==> config.mk <==
export PLATFORM = sky130hd
export DESIGN_NAME = axi_master_bridge
export DESIGN_NICKNAME = d
export VERILOG_FILES = /design/src/rtl/axi_master_bridge.sv
export SDC_FILE = /design/constraint.sdc
export NUM_CORES = 1
export LEC_CHECK = 0
export CORE_AREA = 4 4 549 551
export DETAILED_ROUTE_END_ITERATION = 12
export DIE_AREA = 0 0 553 555
export GPL_ROUTABILITY_DRIVEN = 0
export PLACE_DENSITY = 0.3
export SYNTH_ARGS = -nofsm -noshare
export SYNTH_HDL_FRONTEND = slang
export SYNTH_SLANG_ARGS = --single-unit
==> constraint.sdc <==
create_clock -name i_clk -period 1.8 [get_ports i_clk]
set_input_delay 0.36 -clock i_clk [delete_from_list [all_inputs] [get_ports i_clk]]
set_output_delay 0.36 -clock i_clk [all_outputs]
set_load 0.02 [all_outputs]
==> src/rtl/axi_master_bridge.sv <==
// -----------------------------------------------------------------------------
// axi_master_bridge
//   Single-outstanding AXI4 master. Turns a simple command + beat stream
//   interface into one aligned INCR burst at a time (read or write). Sits
//   between cache-refill / DMA logic and the memory-side AXI slave.
//
// Optional feature macro: AXI_MST_TIMEOUT_EN
//   When defined, a watchdog aborts a stalled transaction after TIMEOUT_CYCLES
//   cycles without an AXI handshake. It drops all valids/readies, returns to
//   IDLE and pulses o_done with o_err = 2'b11 (debug aid only).
//   When undefined, the FSM waits indefinitely and TIMEOUT_CYCLES is unused.
//
// Ports
//   i_clk / i_rst_n        clock, asynchronous active-low reset
//   i_cmd_*  / o_cmd_ready command (write flag, byte address, AXI len);
//                          o_cmd_ready is high only in IDLE
//   i_wr_* / o_wr_ready    write beat stream into the bridge
//   o_rd_* / i_rd_ready    read beat stream out of the bridge
//   o_done / o_err         one-cycle end-of-transaction pulse and its response
//   o_aw_* / i_aw_ready    AXI write address channel
//   o_w_*  / i_w_ready     AXI write data channel
//   i_b_*  / o_b_ready     AXI write response channel
//   o_ar_* / i_ar_ready    AXI read address channel
//   i_r_*  / o_r_ready     AXI read data channel
// -----------------------------------------------------------------------------
module axi_master_bridge #(
   parameter int AXI_DATA_WIDTH = 256,
   parameter int AXI_ADDR_WIDTH = 64,
   parameter int AXI_ID_WIDTH   = 4,
   parameter int AXI_USER_WIDTH = 1,
   parameter int MST_ID         = 0,
   parameter int TIMEOUT_CYCLES = 1024
) (
   input  logic                        i_clk,
   input  logic                        i_rst_n,
   // command
   input  logic                        i_cmd_valid,
   output logic                        o_cmd_ready,
   input  logic                        i_cmd_write,
   input  logic [AXI_ADDR_WIDTH-1:0]   i_cmd_addr,
   input  logic [7:0]                  i_cmd_len,
   // write beat stream
   input  logic [AXI_DATA_WIDTH-1:0]   i_wr_data,
   input  logic [AXI_DATA_WIDTH/8-1:0] i_wr_strb,
   input  logic                        i_wr_valid,
   output logic                        o_wr_ready,
   // read beat stream
   output logic [AXI_DATA_WIDTH-1:0]   o_rd_data,
   output logic                        o_rd_last,
   output logic                        o_rd_valid,
   input  logic                        i_rd_ready,
   // completion
   output logic                        o_done,
   output logic [1:0]                  o_err,
   // AXI AW
   output logic [AXI_ID_WIDTH-1:0]     o_aw_id,
   output logic [AXI_ADDR_WIDTH-1:0]   o_aw_addr,
   output logic [7:0]                  o_aw_len,
   output logic [2:0]                  o_aw_size,
   output logic [1:0]                  o_aw_burst,
   output logic                        o_aw_lock,
   output logic [3:0]                  o_aw_cache,
   output logic [2:0]                  o_aw_prot,
   output logic [3:0]                  o_aw_qos,
   output logic [3:0]                  o_aw_region,
   output logic [AXI_USER_WIDTH-1:0]   o_aw_user,
   output logic                        o_aw_valid,
   input  logic                        i_aw_ready,
   // AXI W
   output logic [AXI_DATA_WIDTH-1:0]   o_w_data,
   output logic [AXI_DATA_WIDTH/8-1:0] o_w_strb,
   output logic                        o_w_last,
   output logic [AXI_USER_WIDTH-1:0]   o_w_user,
   output logic                        o_w_valid,
   input  logic                        i_w_ready,
   // AXI B
   input  logic [AXI_ID_WIDTH-1:0]     i_b_id,
   input  logic [1:0]                  i_b_resp,
   input  logic [AXI_USER_WIDTH-1:0]   i_b_user,
   input  logic                        i_b_valid,
   output logic                        o_b_ready,
   // AXI AR
   output logic [AXI_ID_WIDTH-1:0]     o_ar_id,
   output logic [AXI_ADDR_WIDTH-1:0]   o_ar_addr,
   output logic [7:0]                  o_ar_len,
   output logic [2:0]                  o_ar_size,
   output logic [1:0]                  o_ar_burst,
   output logic                        o_ar_lock,
   output logic [3:0]                  o_ar_cache,
   output logic [2:0]                  o_ar_prot,
   output logic [3:0]                  o_ar_qos,
   output logic [3:0]                  o_ar_region,
   output logic [AXI_USER_WIDTH-1:0]   o_ar_user,
   output logic                        o_ar_valid,
   input  logic                        i_ar_ready,
   // AXI R
   input  logic [AXI_ID_WIDTH-1:0]     i_r_id,
   input  logic [AXI_DATA_WIDTH-1:0]   i_r_data,
   input  logic [1:0]                  i_r_resp,
   input  logic                        i_r_last,
   input  logic [AXI_USER_WIDTH-1:0]   i_r_user,
   input  logic                        i_r_valid,
   output logic                        o_r_ready
);

   localparam int STRB_W   = AXI_DATA_WIDTH / 8;
   localparam int SIZE_LSB = $clog2(STRB_W);

   typedef enum logic [2:0] {
      S_IDLE,
      S_WR_ADDR,
      S_WR_DATA,
      S_WR_RESP,
      S_RD_ADDR,
      S_RD_DATA
   } state_t;

   state_t                      r_state;
   state_t                      w_next;
   logic [AXI_ADDR_WIDTH-1:0]   r_addr;
   logic [7:0]                  r_len;
   logic [7:0]                  r_cnt;
   logic [1:0]                  r_rerr;
   logic                        r_done;
   logic [1:0]                  r_err;

   logic                        w_cmd_hs;
   logic                        w_aw_hs;
   logic                        w_w_hs;
   logic                        w_b_hs;
   logic                        w_ar_hs;
   logic                        w_r_hs;
   logic                        w_beat_last;
   logic                        w_rd_end;
   logic [1:0]                  w_rsp_max;
   logic                        w_tmo;

   // Handshakes qualified by state so stray slave signals outside the
   // owning phase are ignored.
   assign w_cmd_hs    = i_cmd_valid & (r_state == S_IDLE);
   assign w_aw_hs     = (r_state == S_WR_ADDR) & i_aw_ready;
   assign w_w_hs      = (r_state == S_WR_DATA) & i_wr_valid & i_w_ready;
   assign w_b_hs      = (r_state == S_WR_RESP) & i_b_valid;
   assign w_ar_hs     = (r_state == S_RD_ADDR) & i_ar_ready;
   assign w_r_hs      = (r_state == S_RD_DATA) & i_r_valid & i_rd_ready;
   assign w_beat_last = (r_cnt == r_len);
   // r_last alone ends a read burst; the beat counter is write-only.
   assign w_rd_end    = w_r_hs & i_r_last;
   assign w_rsp_max   = (i_r_resp > r_rerr) ? i_r_resp : r_rerr;

`ifdef AXI_MST_TIMEOUT_EN
   localparam int TMO_W = $clog2(TIMEOUT_CYCLES + 1);
   logic [TMO_W-1:0] r_tmo_cnt;
   logic             w_any_hs;

   assign w_any_hs = w_aw_hs | w_w_hs | w_b_hs | w_ar_hs | w_r_hs;

   // Counts idle cycles since the last AXI handshake of the current
   // transaction; held at zero while IDLE.
   always_ff @(posedge i_clk or negedge i_rst_n) begin
      if (!i_rst_n) begin
         r_tmo_cnt <= '0;
      end else if ((r_state == S_IDLE) || w_any_hs) begin
         r_tmo_cnt <= '0;
      end else begin
         r_tmo_cnt <= r_tmo_cnt + 1'b1;
      end
   end

   assign w_tmo = (r_state != S_IDLE) && (r_tmo_cnt == TMO_W'(TIMEOUT_CYCLES - 1));
`else
   logic w_unused_tmo;
   assign w_tmo        = 1'b0;
   assign w_unused_tmo = (TIMEOUT_CYCLES > 0);
`endif

   // ---------------------------------------------------------------- FSM
   always_ff @(posedge i_clk or negedge i_rst_n) begin
      if (!i_rst_n) begin
         r_state <= S_IDLE;
      end else begin
         r_state <= w_next;
      end
   end

   always_comb begin
      w_next = r_state;
      case (r_state)
         S_IDLE:    if (i_cmd_valid) w_next = i_cmd_write ? S_WR_ADDR : S_RD_ADDR;
         S_WR_ADDR: if (w_aw_hs) w_next = S_WR_DATA;
         S_WR_DATA: if (w_w_hs && w_beat_last) w_next = S_WR_RESP;
         S_WR_RESP: if (w_b_hs) w_next = S_IDLE;
         S_RD_ADDR: if (w_ar_hs) w_next = S_RD_DATA;
         S_RD_DATA: if (w_rd_end) w_next = S_IDLE;
         default:   w_next = S_IDLE;
      endcase
      if (w_tmo) w_next = S_IDLE;
   end

   always_comb begin
      o_cmd_ready = 1'b0;
      o_aw_valid  = 1'b0;
      o_ar_valid  = 1'b0;
      o_w_valid   = 1'b0;
      o_wr_ready  = 1'b0;
      o_w_data    = '0;
      o_w_strb    = '0;
      o_w_last    = 1'b0;
      o_b_ready   = 1'b0;
      o_rd_valid  = 1'b0;
      o_r_ready   = 1'b0;
      case (r_state)
         S_IDLE:    o_cmd_ready = 1'b1;
         S_WR_ADDR: o_aw_valid  = 1'b1;
         S_WR_DATA: begin
            // W channel is a straight combinational pass-through of the
            // caller's beat stream while the burst is open.
            o_w_valid  = i_wr_valid;
            o_wr_ready = i_w_ready;
            o_w_data   = i_wr_data;
            o_w_strb   = i_wr_strb;
            o_w_last   = w_beat_last;
         end
         S_WR_RESP: o_b_ready   = 1'b1;
         S_RD_ADDR: o_ar_valid  = 1'b1;
         S_RD_DATA: begin
            o_rd_valid = i_r_valid;
            o_r_ready  = i_rd_ready;
         end
         default: ;
      endcase
   end

   // ---------------------------------------------------------- datapath
   always_ff @(posedge i_clk or negedge i_rst_n) begin
      if (!i_rst_n) begin
         r_addr <= '0;
         r_len  <= '0;
         r_cnt  <= '0;
         r_rerr <= '0;
         r_done <= 1'b0;
         r_err  <= '0;
      end else begin
         r_done <= w_b_hs | w_rd_end | w_tmo;
         if (w_cmd_hs) begin
            // Bursts are always bus-aligned: drop the sub-beat address bits.
            r_addr <= {i_cmd_addr[AXI_ADDR_WIDTH-1:SIZE_LSB], {SIZE_LSB{1'b0}}};
            r_len  <= i_cmd_len;
            r_cnt  <= '0;
            r_rerr <= '0;
         end
         if (w_w_hs) r_cnt <= r_cnt + 1'b1;
         if (w_r_hs) r_rerr <= w_rsp_max;
         if (w_tmo) begin
            r_err <= 2'b11;
         end else if (w_b_hs) begin
            r_err <= i_b_resp;
         end else if (w_rd_end) begin
            // Worst response seen across the whole read burst, incl. this beat.
            r_err <= w_rsp_max;
         end
      end
   end

   assign o_done    = r_done;
   assign o_err     = r_err;
   assign o_rd_data = i_r_data;
   assign o_rd_last = i_r_last;

   // AW/AR fields come straight from registers loaded only at command
   // capture, so they stay stable while valid is asserted.
   assign o_aw_id     = AXI_ID_WIDTH'(MST_ID);
   assign o_aw_addr   = r_addr;
   assign o_aw_len    = r_len;
   assign o_aw_size   = 3'(SIZE_LSB);
   assign o_aw_burst  = 2'b01;
   assign o_aw_lock   = 1'b0;
   assign o_aw_cache  = 4'd0;
   assign o_aw_prot   = 3'd0;
   assign o_aw_qos    = 4'd0;
   assign o_aw_region = 4'd0;
   assign o_aw_user   = '0;
   assign o_w_user    = '0;

   assign o_ar_id     = AXI_ID_WIDTH'(MST_ID);
   assign o_ar_addr   = r_addr;
   assign o_ar_len    = r_len;
   assign o_ar_size   = 3'(SIZE_LSB);
   assign o_ar_burst  = 2'b01;
   assign o_ar_lock   = 1'b0;
   assign o_ar_cache  = 4'd0;
   assign o_ar_prot   = 3'd0;
   assign o_ar_qos    = 4'd0;
   assign o_ar_region = 4'd0;
   assign o_ar_user   = '0;

   // Slave-side sideband fields carry nothing this master acts on.
   logic w_unused;
   assign w_unused = ^{i_b_id, i_b_user, i_r_id, i_r_user, i_cmd_addr[SIZE_LSB-1:0]};

endmodule
==> out/results.txt <==
The checks that failed: setup timing. The most critical setup path has its startpoint at r_state[0]$_DFFE_PN0P_. Setup repair after global routing could not meet its margin everywhere.

The number of global-route vias before repair is 10,200, and the per-cell routed wire length is 32.5 µm. Of all nets on the critical path, the largest fanout is 10. Measured along the x axis, the die boundary spans 553 µm. The clock tree synthesis step divided the H-tree into 3 levels.

TritonCTS built the clock tree. The maximum clock path buffer count is 2. The tool flagged a number of max-cap violations equal to 0.

The logs give 0 for the total overflow reported by the global router and 0 for the number of warnings reported in the yosys synthesis log. The routed layout has 10,300 vias. The tools report the maximum number of pins on one net before global-route repair as 52. For this run, the register share of the synthesized area comes to 24.7%. Top cell type by total area after synthesis: buf_4.

For the area of the core region, the log shows 296,000 µm². The tools report the number of hold violations in the final report as 0. The vertical die dimension is 555 µm. Between clock sinks in the finished design, the worst skew comes to 0.0148 ns.

By area the synthesized netlist is led by buf_4, dfrtp_1, and2_1. The number of clock buffers added by TritonCTS is 9. The initial antenna violation count is 143, and the average instance area after synthesis is 7.57 µm². After technology mapping, the gate count stands at 1,110. In this run the critical register-to-register path is launched from r_state[0]$_DFFE_PN0P_. At the placement stage, the worst setup path has a slack of -0.538 ns. The post-synthesis register bit count came out at 83.

Yosys instantiated no cell more often than buf_4. The synthesized design contains 0 enable-type register cells. The first global-routing pass estimated 208 mm of wire.

The die covers 307,000 µm². The min-delay analysis places its worst path in the category input pin to asynchronous set/reset pin. Summing all flip-flop and latch instances after layout gives 2080 µm². For the global-route usage over all layers, the log shows 11.5%. Clock-pin slew was measured on the worst setup and hold paths at 0.09 ns.

The number of distinct library cells after synthesis came out at 42. The register-to-register setup slack was -0.30 ns. The flip-flop cell with the highest count after synthesis was dfrtp_1. The multi-input combinational cell area is 3910 µm². The tools report the clock sink count as 83. The achievable frequency is 412 MHz. In the final design database the tool counted 2,332 nets. In this run, the number of DRC markers left after iteration 0 of detailed routing was 577. The first-pass iteration count of the detailed router was 5; the static leakage power was 0.00849 µW. The proportion of synthesized flip-flops having asynchronous set or reset came out at 100%. The final routed wirelength across all metal layers was 183 mm. Setup total negative slack on the finished layout was measured at -167.52 ns. The number of input and output port buffers inserted came out at 805. The logs give 2.07 ns for the worst endpoint data arrival time and 34,600 for the final-layout fill cell count.

VDD sags by at most 0.525 mV. The worst setup path is captured at a primary output. The area share of the largest cell type after synthesis came out at 34.6%. The setup violation total in the final timing report came out at 413. Once the floorplan was initialized, standard cells occupied 2.84% of the core. Placement row count: 200.

The flow ran to the end, but the final reports show violations. The run gives 0.42 ns as the latest clock arrival within the worst-skew pair. The remaining routing DRC violations was 0; the layout-stage area growth over the synthesis result was 174%.

Following the worst setup path forward leads to its endpoint at o_w_data[191]. The final critical delay including setup and external delays is 2.43 ns, and the worst endpoint required time is 1.44 ns. The critical path class was flip-flop to primary output. Measured in cells, the most critical reg-to-reg path has a length of 11. STA classifies the critical path startpoint as a flip-flop. For the total standard cell area after synthesis, the log shows 8400 µm².

The commonest cells after synthesis are buf_4, and2_1, nand2_1. The tree is rooted in a clkbuf_16. The worst register-to-register path ends at r_cnt[4]$_DFFE_PN0P_. Dividing total power by cell area gives a power density of 670 nW/µm². The mean number of vias per cell is 1.82, and the final critical-path share of the clock period is 135%. The final-report max-slew violation count came out at 0. During I/O placement, the number of pins put on the boundary was 1,396. Once detail routing completed, the nets flagged for antenna violations numbered 0. Cells with a size suffix above 1 make up 44.9% of the layout.

The tools report the worst path setup slack after routing as -0.629 ns. After legalization and detailed placement, the total HPWL measured 173 mm.
-- critical path, stage by stage (launching register included) --
cell	delay, ns
dfrtp_1	0.42
nor3b_4	0.24
buf_12	0.15
buf_16	0.15
buf_16	0.18
buf_16	0.16
and2_4	0.16
buf_12	0.14
-- cell usage in the layout, fill, tap and decap left out, types with 4 or more instances in the layout --
| master | n |
|---|---|
| buf_2 | 13 |
| buf_8 | 5 |
| diode_2 | 11 |
| clkdlybuf4s50_1 | 493 |
| inv_1 | 7 |
| nand2_1 | 212 |
| dfrtp_1 | 83 |
| nor2b_1 | 4 |
| conb_1 | 63 |
| ha_1 | 4 |
| buf_16 | 8 |
| clkdlybuf4s15_2 | 32 |
| and2_4 | 86 |
| nor2_1 | 4 |
| xor2_1 | 8 |
| and3_1 | 4 |
| and2_2 | 203 |
| clkbuf_16 | 11 |
| buf_6 | 11 |
| o21ai_0 | 7 |
| buf_12 | 248 |
| buf_4 | 123 |
| nand3_1 | 5 |
-- power by group --
part,internal [µW],switching [µW]
clock,987,1000
sequential,2650,879
combinational,4580,5340
total,8220,7220
-- routing by layer --
| layer | track usage (%) | vias to the layer above | wire length [µm] |
|---|---|---|---|
| li1 | - | 4098 | - |
| met1 | 10.2 | 4476 | 56500 |
| met2 | 17.5 | 1264 | 77300 |
| met3 | 12.4 | 432 | 43300 |
| met4 | 2.84 | 18 | 5980 |
| met5 | 0 | - | 126 |
-- kinds of logic (layout without fill, tap and decap cells) --
logic type,after synthesis,after routing,synth area share (%)
simple gates,540,540,34.1
mux,2,2,0.238
buf+inv,444,964,37.3
fa+ha+maj,4,4,0.596
flops,83,83,24.7
compound gates,26,26,2.04
other cells,2,74,0.0894
xor+xnor,9,9,0.938
-- state kept, by name (all words and copies together), names as in the netlist --
| signal | flops |
|---|---|
| r_rerr | 2 |
| o_err | 2 |
| o_ar_addr | 59 |
| r_state | 3 |
| r_cnt | 8 |
| o_done | 1 |
| o_ar_len | 8 |
-- stage by stage --
step / util, % / total power [µW] / instances / hold WS, ns / instance area (µm²)
after floorplan: - / 8490 / 1171 / 0.0644 / 8990
after global placement: 7.46 / 13600 / 5591 / 0.299 / 22100
after detailed placement: 7.46 / 13600 / 5591 / 0.299 / 22100
after CTS: 7.70 / 15800 / 5622 / 0.339 / 22800
after global routing: 7.77 / 16300 / 5632 / 0.365 / 23000
final: 7.78 / 15400 / 5641 / 0.383 / 23100
-- what timing repair did --
item	CTS	global route
gates cloned	6	2
hold buffers	1	0
gates resized for setup	278	58
pin swaps	14	6
setup buffers	8	6
setup endpoints to repair	456	468
hold endpoints to repair	9	0
-- area by class of cell --
cell class / instances / area share [%]
clock inverter: 6 / 0.206
timing repair buffer: 941 / 51.2
tap: 3939 / 21.4
inverter: 7 / 0.114
antenna: 11 / 0.119
multi-input combinational: 644 / 17.0
clock buffer: 10 / 1.04
sequential: 83 / 9.01
-- worst min path at each step --
stage / from / slack (ns) / end / cells past startpoint
6_report: i_rst_n / 0.38 / o_ar_addr[36]$_DFFE_PN0P_ / 2
5_1_grt: i_rst_n / 0.36 / o_ar_addr[36]$_DFFE_PN0P_ / 2
4_1_cts: i_rst_n / 0.34 / o_ar_addr[36]$_DFFE_PN0P_ / 2
3_5_place_dp: i_rst_n / 0.30 / o_ar_addr[53]$_DFFE_PN0P_ / 1
3_3_place_gp: i_rst_n / 0.30 / o_ar_addr[53]$_DFFE_PN0P_ / 1
2_1_floorplan: i_rst_n / 0.06 / o_ar_addr[10]$_DFFE_PN0P_ / 0
No activity file was read; power rests on OpenSTA's default activity.
